File: config.mk
export PLATFORM = sky130hd
export DESIGN_NAME = maple_frame_encoder
export DESIGN_NICKNAME = d
export VERILOG_FILES = /design/src/rtl/maple_frame_encoder.sv
export SDC_FILE = /design/constraint.sdc
export NUM_CORES = 1
export LEC_CHECK = 0
export BUFFER_PORTS_ARGS = -buffer_cell sky130_fd_sc_hd__buf_2
export CAP_MARGIN = 20
export CORE_MARGIN = 5
export CORE_UTILIZATION = 50
export CTS_CLUSTER_SIZE = 24
export DETAILED_ROUTE_END_ITERATION = 6
export PLACE_DENSITY = 0.74
export SLEW_MARGIN = 25
export SYNTH_ARGS = -nofsm -noshare
export SYNTH_HDL_FRONTEND = slang
export SYNTH_SLANG_ARGS = --single-unit
File: constraint.sdc
create_clock -name clk -period 5.4 [get_ports clk]
set_clock_uncertainty 0.05 [all_clocks]
set_input_delay 0.54 -clock clk [delete_from_list [all_inputs] [get_ports clk]]
set_output_delay 0.54 -clock clk [all_outputs]
set_load 0.05 [all_outputs]
File: src/rtl/maple_frame_encoder.sv
`default_nettype none
// ============================================================================
// Module   : maple_frame_encoder
// Purpose  : Serialises an AXI-Stream byte stream onto the two-wire Maple bus
//            (SDCKA/SDCKB). A frame is a start pattern, then every byte MSB
//            first with alternating phase-1/phase-2 bit cells, then an end
//            pattern. A stalled stream aborts the frame after a bounded wait.
// Ports    : clk, reset           - rising-edge clock, synchronous active-high reset
//            enable               - frame start request (sampled in IDLE only)
//            S_AXIS_TVALID/TREADY/TLAST/TDATA - byte stream (ready only in FETCH)
//            sdcka, sdckb, sdc_oe - registered bus lines and drive enable
//            busy, done, underrun - registered status
// Revision : 1.0 - initial release
// ============================================================================
module maple_frame_encoder #(
  parameter int PHASE_CYCLES    = 2,
  parameter int START_PULSES    = 4,
  parameter int UNDERRUN_CYCLES = 16
) (
  input  logic       clk,
  input  logic       reset,
  input  logic       enable,
  input  logic       S_AXIS_TVALID,
  output logic       S_AXIS_TREADY,
  input  logic       S_AXIS_TLAST,
  input  logic [7:0] S_AXIS_TDATA,
  output logic       sdcka,
  output logic       sdckb,
  output logic       sdc_oe,
  output logic       busy,
  output logic       done,
  output logic       underrun
);

  typedef enum logic [3:0] {
    ST_IDLE     = 4'd0,
    ST_START    = 4'd1,
    ST_FETCH    = 4'd2,
    ST_P1_SETUP = 4'd3,
    ST_P1_DATA  = 4'd4,
    ST_P1_HOLD  = 4'd5,
    ST_P2_SETUP = 4'd6,
    ST_P2_DATA  = 4'd7,
    ST_P2_HOLD  = 4'd8,
    ST_END      = 4'd9,
    ST_DONE     = 4'd10
  } state_t;

  // Down-counter reload value: a sub-phase ends when the counter reads zero.
  localparam logic [7:0]  PHASE_LOAD    = 8'(PHASE_CYCLES - 1);
  // Index of the final (1,1) sub-phase of the start pattern.
  localparam logic [5:0]  START_LAST    = 6'(1 + 2 * START_PULSES);
  localparam logic [5:0]  END_LAST      = 6'd2;
  localparam logic [15:0] UNDERRUN_LAST = 16'(UNDERRUN_CYCLES - 1);

  state_t      state, state_nx;
  logic [7:0]  phase_cnt, phase_nx;
  logic [5:0]  sub_idx, sub_nx;
  logic [2:0]  bit_cnt, bit_nx;
  logic [15:0] fetch_cnt, fetch_nx;
  logic [7:0]  shift_reg, shift_nx;
  logic        last_latch, last_nx;
  logic        a_nx, b_nx, under_nx;
  logic        sub_end;

  assign sub_end       = (phase_cnt == 8'd0);
  assign S_AXIS_TREADY = (state == ST_FETCH);

  // Next-state, counter and line decode. Lines are computed from the next
  // state so the registered outputs change on the same edge as the state.
  always_comb begin
    state_nx = state;
    phase_nx = sub_end ? PHASE_LOAD : (phase_cnt - 8'd1);
    sub_nx   = sub_idx;
    bit_nx   = bit_cnt;
    fetch_nx = fetch_cnt;
    shift_nx = shift_reg;
    last_nx  = last_latch;
    under_nx = 1'b0;
    a_nx     = sdcka;
    b_nx     = sdckb;

    case (state)
      ST_IDLE: begin
        phase_nx = phase_cnt;
        if (enable) begin
          state_nx = ST_START;
          phase_nx = PHASE_LOAD;
          sub_nx   = 6'd0;
        end
      end
      ST_START: begin
        if (sub_end) begin
          if (sub_idx == START_LAST) begin
            state_nx = ST_FETCH;
            fetch_nx = 16'd0;
          end else begin
            sub_nx = sub_idx + 6'd1;
          end
        end
      end
      ST_FETCH: begin
        phase_nx = PHASE_LOAD;
        if (S_AXIS_TVALID) begin
          state_nx = ST_P1_SETUP;
          shift_nx = S_AXIS_TDATA;
          last_nx  = S_AXIS_TLAST;
          bit_nx   = 3'd0;
        end else if (fetch_cnt == UNDERRUN_LAST) begin
          // Abort: the partially sent frame is closed with the END pattern.
          state_nx = ST_END;
          sub_nx   = 6'd0;
          under_nx = 1'b1;
        end else begin
          fetch_nx = fetch_cnt + 16'd1;
        end
      end
      ST_P1_SETUP: if (sub_end) state_nx = ST_P1_DATA;
      ST_P1_DATA:  if (sub_end) state_nx = ST_P1_HOLD;
      ST_P1_HOLD: begin
        if (sub_end) begin
          state_nx = ST_P2_SETUP;
          bit_nx   = bit_cnt + 3'd1;
          shift_nx = {shift_reg[6:0], 1'b0};
        end
      end
      ST_P2_SETUP: if (sub_end) state_nx = ST_P2_DATA;
      ST_P2_DATA:  if (sub_end) state_nx = ST_P2_HOLD;
      ST_P2_HOLD: begin
        if (sub_end) begin
          bit_nx   = bit_cnt + 3'd1;
          shift_nx = {shift_reg[6:0], 1'b0};
          if (bit_cnt == 3'd7) begin
            if (last_latch) begin
              state_nx = ST_END;
              sub_nx   = 6'd0;
            end else begin
              state_nx = ST_FETCH;
              fetch_nx = 16'd0;
            end
          end else begin
            state_nx = ST_P1_SETUP;
          end
        end
      end
      ST_END: begin
        if (sub_end) begin
          if (sub_idx == END_LAST) state_nx = ST_DONE;
          else                     sub_nx   = sub_idx + 6'd1;
        end
      end
      ST_DONE: state_nx = ST_IDLE;
      default: state_nx = ST_IDLE;
    endcase

    case (state_nx)
      ST_IDLE, ST_DONE: begin
        a_nx = 1'b1;
        b_nx = 1'b1;
      end
      ST_START: begin
        // (0,1), then pulse pairs (0,0)/(0,1), closing with (1,1).
        a_nx = (sub_nx == START_LAST);
        b_nx = (sub_nx == START_LAST) || !sub_nx[0];
      end
      ST_P1_SETUP: a_nx = 1'b1;
      ST_P1_DATA: begin
        a_nx = 1'b1;
        b_nx = shift_nx[7];
      end
      ST_P1_HOLD:  a_nx = 1'b0;
      ST_P2_SETUP: b_nx = 1'b1;
      ST_P2_DATA: begin
        b_nx = 1'b1;
        a_nx = shift_nx[7];
      end
      ST_P2_HOLD:  b_nx = 1'b0;
      ST_END: begin
        a_nx = (sub_nx != 6'd1);
        b_nx = 1'b0;
      end
      default: ;  // FETCH keeps the lines where the last cell left them
    endcase
  end

  always_ff @(posedge clk) begin
    if (reset) begin
      state      <= ST_IDLE;
      phase_cnt  <= 8'd0;
      sub_idx    <= 6'd0;
      bit_cnt    <= 3'd0;
      fetch_cnt  <= 16'd0;
      shift_reg  <= 8'd0;
      last_latch <= 1'b0;
      sdcka      <= 1'b1;
      sdckb      <= 1'b1;
      sdc_oe     <= 1'b0;
      busy       <= 1'b0;
      done       <= 1'b0;
      underrun   <= 1'b0;
    end else begin
      state      <= state_nx;
      phase_cnt  <= phase_nx;
      sub_idx    <= sub_nx;
      bit_cnt    <= bit_nx;
      fetch_cnt  <= fetch_nx;
      shift_reg  <= shift_nx;
      last_latch <= last_nx;
      sdcka      <= a_nx;
      sdckb      <= b_nx;
      sdc_oe     <= (state_nx != ST_IDLE) && (state_nx != ST_DONE);
      busy       <= (state_nx != ST_IDLE);
      done       <= (state_nx == ST_DONE);
      underrun   <= under_nx;
    end
  end

endmodule
`default_nettype wire

# --- Yosys cells after proc, flatten, opt, wreduce, memory -nomap -nowiden ---
# Index checks and enable logic that the tools add are counted.
op_classes:
  n_addsub: 4
  n_mul: 0
  div_mod_pow: 0
  order_cmp: 0
  eq_ne: 35
  shift: 0
  mux: 47
  bitwise_logic: 1
  n_reduce_logical: 19
ops:
  columns: ["operator", "n"]
  rows:
  - ["$mux W16", 7]
  - ["$mux W4", 15]
  - ["$mux W6", 10]
  - ["$pmux W16 S3", 1]
  - ["$pmux W4 S10", 1]
  - ["$eq A4 B3 Y1 const B", 8]
  - ["$mux W8", 4]
  - ["$pmux W8 S2", 2]
  - ["$pmux W6 S5", 1]
  - ["$eq A4 B4 Y1 const B", 5]
  - ["$ne A2 B2 Y1 const B", 9]
  - ["$add A16 B1 Y16 const B", 1]
  - ["$eq A16 B4 Y1 const B", 1]
  - ["$eq A4 B2 Y1 const B", 3]
  - ["$eq A6 B4 Y1 const B", 2]
  - ["$eq A4 B1 Y1 const B", 2]
  - ["$logic_not A4 Y1", 2]
  - ["$logic_not A8 Y1", 1]
  - ["$reduce_and A8 Y1", 1]
  - ["$reduce_bool A4 Y1", 2]
  - ["$reduce_or A4 Y1", 2]
  - ["$sub A8 B1 Y8 const B", 1]
  - ["$add A6 B1 Y6 const B", 1]
  - ["$eq A6 B2 Y1 const B", 1]
  - ["other kinds (21)", 23]
word_totals:
  regBits: 52
  latchBits: 0
  mem_bits_rw: 0
  mem_bits_ro: 0
  out_inout_bits: 7
  elab_cells: 120
  memories: 0

# --- Longest topological paths before layout ---
# Gate-level depths: netlist of run 1.
depth:
  depth_word: 7
  ltp_mapped: 11

# --- Least setup slack after synthesis of run 1 ---
# OpenSTA, ideal clock, no wires.
synth_timing:
  path_type: "flip-flop to flip-flop"
  start: "register phase_cnt[0]"
  end: "register sdcka"
  setup_time_ns: 0.120
  arrival_time_ns: 2.566
  t_required_ns: 5.230
  path_slack_ns: 2.665
  stages_incl_launch_ff: 11
  n_path_buf: 0
  period_less_slack_ns: 2.735
  path_cell_list: "dfxtp_1 inv_1 ha_1 or4b_4 a211oi_2 nor2_1 or3_4 nand2b_4 a2111oi_4 nand3_1 a211o_1"
synth_between:
  elab_chain_len: 6
synth_lines:
  columns: ["item", "line", "source"]
  rows:
  - ["from (decl)", "57", "logic [7:0] phase_cnt, phase_nx;"]
  - ["from (signal assigned)", "203", "phase_cnt <= phase_nx;"]
  - ["$logic_not A8 Y1 *", "66", "assign sub_end = (phase_cnt == 8'd0);"]
  - ["$mux W4, or another cell as far along", "147", "if (sub_end) begin"]
  - ["$pmux W4 S10", "83", "case (state)"]
  - ["$eq A4 B4 Y1, or another cell as far along", "156", "case (state_nx)"]
  - ["$reduce_or A4 Y1 (no line)", null, null]
  - ["$pmux W1 S5 / $reduce_bool A5 Y1 (equally long branches)", null, null]
  - ["to (signal assigned)", "209", "sdcka <= a_nx;"]
  - ["to (decl)", "27", "output logic sdcka,"]
# Mark *: on every way between the ends. The rest lies on a longest branch, timed or not. The select of a mux whose other input is x is not followed.
# A chain may end at the register's enable or synchronous reset.

# --- Final worst setup path of run 1 ---
layout_timing:
  start: "register phase_cnt[0]"
  end: "register sdckb"
layout_between:
  elab_chain_len: 6
layout_lines:
  columns: ["item", "line", "source"]
  rows:
  - ["$logic_not A8 Y1 *", "66", null]
  - ["$mux W4, or another cell as far along", "147", null]
  - ["$pmux W4 S10 / $pmux W6 S5 (equally long branches)", "83", null]
  - ["$eq A4 B4 Y1, or another cell as far along", "156", null]
  - ["$reduce_or A4 Y1 (no line), or another cell as far along", null, null]
  - ["$pmux W1 S4 / $reduce_bool A4 Y1 (equally long branches)", null, null]
  - ["to (signal assigned)", "210", "sdckb <= b_nx;"]
  - ["to (decl)", "28", "output logic sdckb,"]
# Marks and branches as above.

==> results.py, run 1 <==
metrics = {
    "floorplanning": {
        "die-area_sq_um": 7110,
        "io_pins": 20,
        "dieHeight_microns": 84.3,
        "die_x_microns": 84.3,
        "core-area_sq_um": 5440,
        "rows": 27,
        "initial_utilization_pct": 50.7,
    },
    "power": {
        "powerDensity_nw_per_um2": 313,
        "internal_power_w": 0.000669,
        "combPwrFrac_pct": 22.1,
        "swShare_pct": 29.9,
        "seqPwrFrac_pct": 44.5,
        "p_clk_share_pct": 33.4,
        "switchingPower_w": 0.000286,
        "ir_drop_v": 0.000153,
        "power.leakage_nw": 1.24,
    },
    "timing": {
        "fin_crit_ps": 3160,
        "rsz0062_at_grt": "no",
        "hold_ws_ps": 408,
        "hold_violations": 0,
        "finalSetupViolations": 0,
        "worst_pin_slew_ps": 856,
        "max_slew_margin_pct": 42.1,
        "fin_setup_tns_ps": 0,
        "maxSlewViolCount": 0,
        "period_share_pct": 58.6,
        "max_freq_mhz": 316,
    },
    "critical_path": {
        "cp.required_ps": 5550,
        "startpoint_type": "register",
        "endpoint": "sdckb",
        "regToRegSetupSlack_ps": 2240,
        "path_depth": 11,
        "rr_worst_depth": 11,
        "worstSetupPathType": "reg2reg",
        "r2r_start": "phase_cnt[0]",
        "slowest_stage": "nor4b_1",
        "slowest_delay_ps": 450,
        "arrival_ps": 3310,
        "end_kind": "register",
        "worstPathCellList": "inv_1 -> ha_1 -> nor4b_1 -> nand2_1 -> nor3_1 -> buf_4 -> o21ai_0 -> buf_4 -> a21oi_1 -> o21ai_0 -> a221o_1",
        "cp-startpoint": "phase_cnt[0]",
        "path_delay_family": "simple AND/OR/NAND/NOR gates",
        "path_max_fanout": 11,
        "reg2reg_to": "sdckb",
        "cp_num_buf_inv": 3,
    },
    "global_route": {
        "antenna_found_initial": 0,
        "grt_pass1_wl_microns": 10600,
        "track_usage_pct": 17.4,
        "overflow": 0,
        "grt_max_degree": 33,
        "grt_pass1_vias": 2358,
    },
    "route": {
        "dr.pass1.iters": 4,
        "postRouteAntennaNets": 0,
        "vias": 2434,
        "drcViolationCount": 0,
        "via_per_inst": 5.77,
        "wirelength_microns": 6050,
        "drt-wirelength-per-cell_microns": 14.3,
        "drt_iter0_drc": 188,
    },
    "yosys": {
        "ys_types": 60,
        "ys_seq_area_share_pct": 37.7,
        "synth-seq-cells": 52,
        "synth_area_sq_um": 2760,
        "ys_warn_count": 0,
        "ys.flop_type": "dfxtp_1",
        "netlist_instances": 333,
        "synth_edf_count": 0,
        "async_flop_share_pct": 0,
        "synth_nets": 353,
        "syn_area_per_cell_sq_um": 8.29,
    },
    "status": {
        "status": "complete, no violations",
    },
    "placed_design": {
        "place_congestion": 0.862,
        "post_dp_cell_area_sq_um": 2910,
        "port-buffer-count": 19,
        "hpwlAfterDp_microns": 4400,
    },
    "layout": {
        "final_net_count": 369,
        "largest_reg_flops": 16,
        "area_growth_pct": 10.7,
        "layout_commonest_cell": "dfxtp_1",
        "nFillCells": 511,
        "drive_above_1_share_pct": 12.0,
        "antenna_cells": 0,
        "final_cell_mix": "52 x dfxtp_1, 51 x nor2_1, 26 x nand2_1",
        "final_cell_area_sq_um": 3060,
    },
    "clock_network": {
        "postCtsSetupRepairBufs": 0,
        "cts_made_buffers": 5,
        "clk_path_buf_depth": 2,
        "cts_sinks": 52,
        "cts-root-buf": "clkbuf_8",
        "clock_latency_ps": 310,
        "cts_tree": "done",
        "ctsHoldBuffers": 0,
        "cts.htree.levels": 2,
        "cts_resized": 0,
        "clk_pin_slew_worst_paths_ps": 100,
    },
    "hold_path": {
        "whs_path_depth": 2,
        "hold_path_class": "reg2reg",
    },
    "run": {
        "drv_cap": 0,
    },
}
## worst reg2reg max path: stages (launching register included)
cell and delay, ps:
dfxtp_1 350, inv_1 60, ha_1 160, nor4b_1 450
nand2_1 340, nor3_1 340, buf_4 230, o21ai_0 90
buf_4 180, a21oi_1 300, o21ai_0 130, a221o_1 380
## layout make-up
| type | instances | area [sq um] | share of cell area, % |
|---|---|---|---|
| well taps | 72 | 90.1 | 2.95 |
| clock inverters | 3 | 68.8 | 2.25 |
| clock buffers | 5 | 68.8 | 2.25 |
| multi-input cells | 257 | 1630 | 53.4 |
| inverters | 12 | 45.0 | 1.47 |
| flip-flops and latches | 52 | 1040 | 34.1 |
| repair buffers | 21 | 110 | 3.60 |
## synthesized netlist by cell type, types with 3 or more instances
master	count	share of area [%]
o21ai_0	11	2.0
nor4b_1	3	0.95
a22oi_1	9	2.4
a21oi_1	16	2.9
nor4_1	3	0.68
xnor2_1	6	1.9
inv_1	12	1.6
nand2b_1	4	0.91
mux2i_1	3	1.1
ha_1	7	3.2
or3_1	5	1.1
nand2_1	26	3.5
nor3b_1	3	0.82
clkbuf_1	11	1.5
a31oi_1	3	0.68
a211oi_1	3	0.82
a21o_1	4	1.1
nor2_1	51	6.9
nor3_1	9	1.6
dfxtp_1	52	38
and2_1	3	0.68
and3_1	9	2.0
and4_1	4	1.3
xor2_1	12	3.8
nand3_1	14	2.5
nor2b_1	8	1.8
## stage by stage
stage | power [W] | cells | setup slack, ps | utilization, %
global route | 0.00100 | 422 | 1920 | 56.2
floorplan | 0.000596 | 333 | 2660 | -
CTS | 0.000961 | 422 | 2240 | 56.1
finish | 0.000955 | 422 | 2240 | 56.2
global placement | 0.000639 | 414 | 2290 | 53.6
detailed placement | 0.000642 | 414 | 2270 | 53.6
## power groups by stage
stage / Sequential (W) / Combinational (W) / Clock (W)
after global routing: 0.000429 / 0.000235 / 0.000341
after global placement: 0.000432 / 0.000206 / 0
final: 0.000425 / 0.000211 / 0.000319
after CTS: 0.000425 / 0.000210 / 0.000327
after floorplan: 0.000444 / 0.000152 / 0
after detailed placement: 0.000433 / 0.000208 / 0
## worst min path at each step
stage               slack (ps)    startpoint           end
floorplan                  380  shift_reg[6]  shift_reg[6]
global placement           390  shift_reg[6]  shift_reg[6]
detailed placement         400  shift_reg[3]  shift_reg[3]
CTS                        410  shift_reg[3]  shift_reg[3]
global route               430  shift_reg[5]  shift_reg[5]
finish                     410  shift_reg[5]  shift_reg[5]
## cell families after synthesis
kind of cell / synth area share (%)
buffers and inverters: 3.31
AO/OA/AOI/OAI: 18.5
flip-flops: 37.7
multiplexers: 1.50
XOR/XNOR: 5.71
adder cells (fa/ha/maj): 3.17
AND/OR/NAND/NOR: 30.1
## layer usage
layer	global-route usage [%]	share of wire, %	vias up
met4	5.12	1.5	0
met3	3.93	4.4	9
met2	29.1	47	51
met5	0	0	-
met1	22.6	47	1148
li1	-	-	1226
Power figures use the tool's default switching activity.
==> run 2, diff against run 1 <==
--- a/config.mk
+++ b/config.mk
@@ -11,7 +11,7 @@
 export CORE_UTILIZATION = 50
 export CTS_CLUSTER_SIZE = 24
 export DETAILED_ROUTE_END_ITERATION = 6
-export PLACE_DENSITY = 0.74
+export PLACE_DENSITY = 0.77
 export SLEW_MARGIN = 25
 export SYNTH_ARGS = -nofsm -noshare
 export SYNTH_HDL_FRONTEND = slang
==> constraint.sdc (replaced) <==
create_clock -name clk -period 2.7 [get_ports clk]
set_clock_uncertainty 0.05 [all_clocks]
set_input_delay 0.27 -clock clk [delete_from_list [all_inputs] [get_ports clk]]
set_output_delay 0.27 -clock clk [all_outputs]
set_load 0.05 [all_outputs]
==> run 2 against run 1 <==
  * The run now ends with setup timing left
  * First-iteration DRC count up 9.6%
  * Core utilization grew 7.1 points
  * Die area did not move
  * Worst hold slack got worse by 270 ps
  * Cell count rose by 11%
  * Register-to-register slack lost 2200 ps
  * Largest cell class unchanged
==> results.py, run 2 (synthesized netlist as in run 1, its figures left out) <==
metrics = {
    "status": {
        "status": "finished with violations",
        "violations": "setup timing",
    },
    "timing": {
        "maxSlewViolCount": 0,
        "rsz0062_at_grt": "yes",
        "max_slew_margin_pct": 59.4,
        "finalSetupViolations": 1,
        "worst_pin_slew_ps": 609,
        "fin_crit_ps": 2700,
        "period_share_pct": 100,
        "hold_ws_ps": 142,
        "fin_ws_ps": -4.38,
        "max_freq_mhz": 370,
        "hold_violations": 0,
    },
    "clock_network": {
        "cts.htree.levels": 2,
        "clk_path_buf_depth": 2,
        "clk_pin_slew_worst_paths_ps": 100,
        "cts-root-buf": "clkbuf_8",
        "cts_sinks": 52,
        "clock_latency_ps": 310,
        "ctsHoldBuffers": 0,
        "cts_made_buffers": 5,
        "cts_tree": "done",
    },
    "floorplanning": {
        "rows": 27,
        "die_x_microns": 84.3,
        "core-area_sq_um": 5440,
        "io_pins": 20,
        "die-area_sq_um": 7110,
        "initial_utilization_pct": 50.7,
        "dieHeight_microns": 84.3,
    },
    "global_route": {
        "antenna_found_initial": 0,
        "grt_pass1_vias": 2503,
        "grt_pass1_wl_microns": 11200,
        "overflow": 0,
        "grt_max_degree": 33,
        "track_usage_pct": 18.7,
    },
    "power": {
        "powerDensity_nw_per_um2": 544,
        "ir_drop_v": 0.000358,
        "power.leakage_nw": 1.46,
    },
    "critical_path": {
        "end_kind": "register",
        "path_delay_family": "simple AND/OR/NAND/NOR gates",
        "path_max_fanout": 4,
        "cp.required_ps": 2850,
        "worstPathCellList": "inv_2 -> ha_4 -> or4b_4 -> a211oi_4 -> nor2_2 -> or3_4 -> nand2b_4 -> a21o_1 -> a32o_1 -> a211o_1",
        "slowest_stage": "or4b_4",
        "cp_num_buf_inv": 1,
        "slowest_delay_ps": 480,
        "arrival_ps": 2860,
        "worstSetupPathType": "reg2reg",
        "startpoint_type": "register",
    },
    "route": {
        "drt-wirelength-per-cell_microns": 14.1,
        "drt_iter0_drc": 206,
        "drcViolationCount": 0,
        "dr.pass1.iters": 5,
        "postRouteAntennaNets": 0,
        "via_per_inst": 5.65,
        "vias": 2650,
        "wirelength_microns": 6610,
    },
    "layout": {
        "final_cell_mix": "50 x dfxtp_1, 50 x buf_4, 48 x nor2_1",
        "area_growth_pct": 24.8,
        "drive_above_1_share_pct": 25.7,
        "final-seq-area_sq_um": 1040,
        "final_net_count": 417,
        "antenna_cells": 0,
        "final_util_pct": 63.3,
        "nFillCells": 448,
        "largest_reg_flops": 16,
        "instances_no_fill": 469,
        "multi_input_area_sq_um": 1710,
    },
    "hold_path": {
        "hold_path_class": "in2reg",
    },
    "placed_design": {
        "port-buffer-count": 19,
        "place_congestion": 0.931,
        "hpwlAfterDp_microns": 4830,
        "placedCellCount": 458,
    },
    "run": {
        "drv_cap": 0,
    },
}
[run 2: where the power goes]
group / switching, W / internal, W / leakage, nW / total [W]
clock: 0.000266 / 0.000181 / 0.0406 / 0.000447
combinational: 0.000329 / 0.000264 / 0.997 / 0.000593
sequential: 0.0000264 / 0.000806 / 0.422 / 0.000832
[run 2: layer usage]
metal | vias up | wire [microns] | global-route usage, %
met5 | - | 0 | 0
met4 | 0 | 78 | 4.97
met3 | 11 | 329 | 4.12
met2 | 69 | 3190 | 31.5
met1 | 1249 | 3020 | 24.2
li1 | 1321 | - | -
[run 2: through the flow]
| stage | setup TNS [ps] | area, sq um | power [W] | worst slack (ps) |
|---|---|---|---|---|
| floorplan | 0 | 2760 | 0.00119 | 14.7 |
| global placement | -86.8 | 3240 | 0.00139 | -46.3 |
| detailed placement | -278 | 3240 | 0.00139 | -142 |
| CTS | -56.4 | 3370 | 0.00184 | -54.8 |
| global route | -253 | 3440 | 0.00197 | -129 |
| finish | -4.38 | 3440 | 0.00187 | -4.38 |
[run 2: what timing repair did]
action | 4_1_cts | 5_1_grt
setup buffers | 1 | 3
endpoints found under the setup margin | 2 | 5
pin swaps | 13 | 12
endpoints found under the hold margin | 0 | 0
gates resized for setup | 10 | 10
[run 2: area by class of cell]
| cell class | count | share of cell area [%] |
|---|---|---|
| clock buffer | 5 | 2.00 |
| timing repair buffer | 69 | 13.7 |
| inverter | 12 | 1.31 |
| sequential | 52 | 30.3 |
| multi-input combinational | 257 | 49.6 |
| clock inverter | 2 | 0.472 |
| tap | 72 | 2.62 |
[run 2: path summary, 6_finish.rpt]
kind | startpoint | endpoint | slack (ps) | cells after the start
setup reg to reg | phase_cnt[1] | sdcka | -4 | 10
hold / removal | S_AXIS_TLAST | last_latch | 140 | 3
setup / recovery | phase_cnt[1] | sdcka | -4 | 10
hold reg to reg | shift_reg[1] | shift_reg[1] | 420 | 2
[run 2: worst reg2reg max path, cell delays in order (launching register included)]
cell	delay (ps)
dfxtp_2	330
inv_2	60
ha_4	130
or4b_4	480
a211oi_4	220
nor2_2	80
or3_4	350
nand2b_4	180
a21o_1	200
a32o_1	250
a211o_1	280
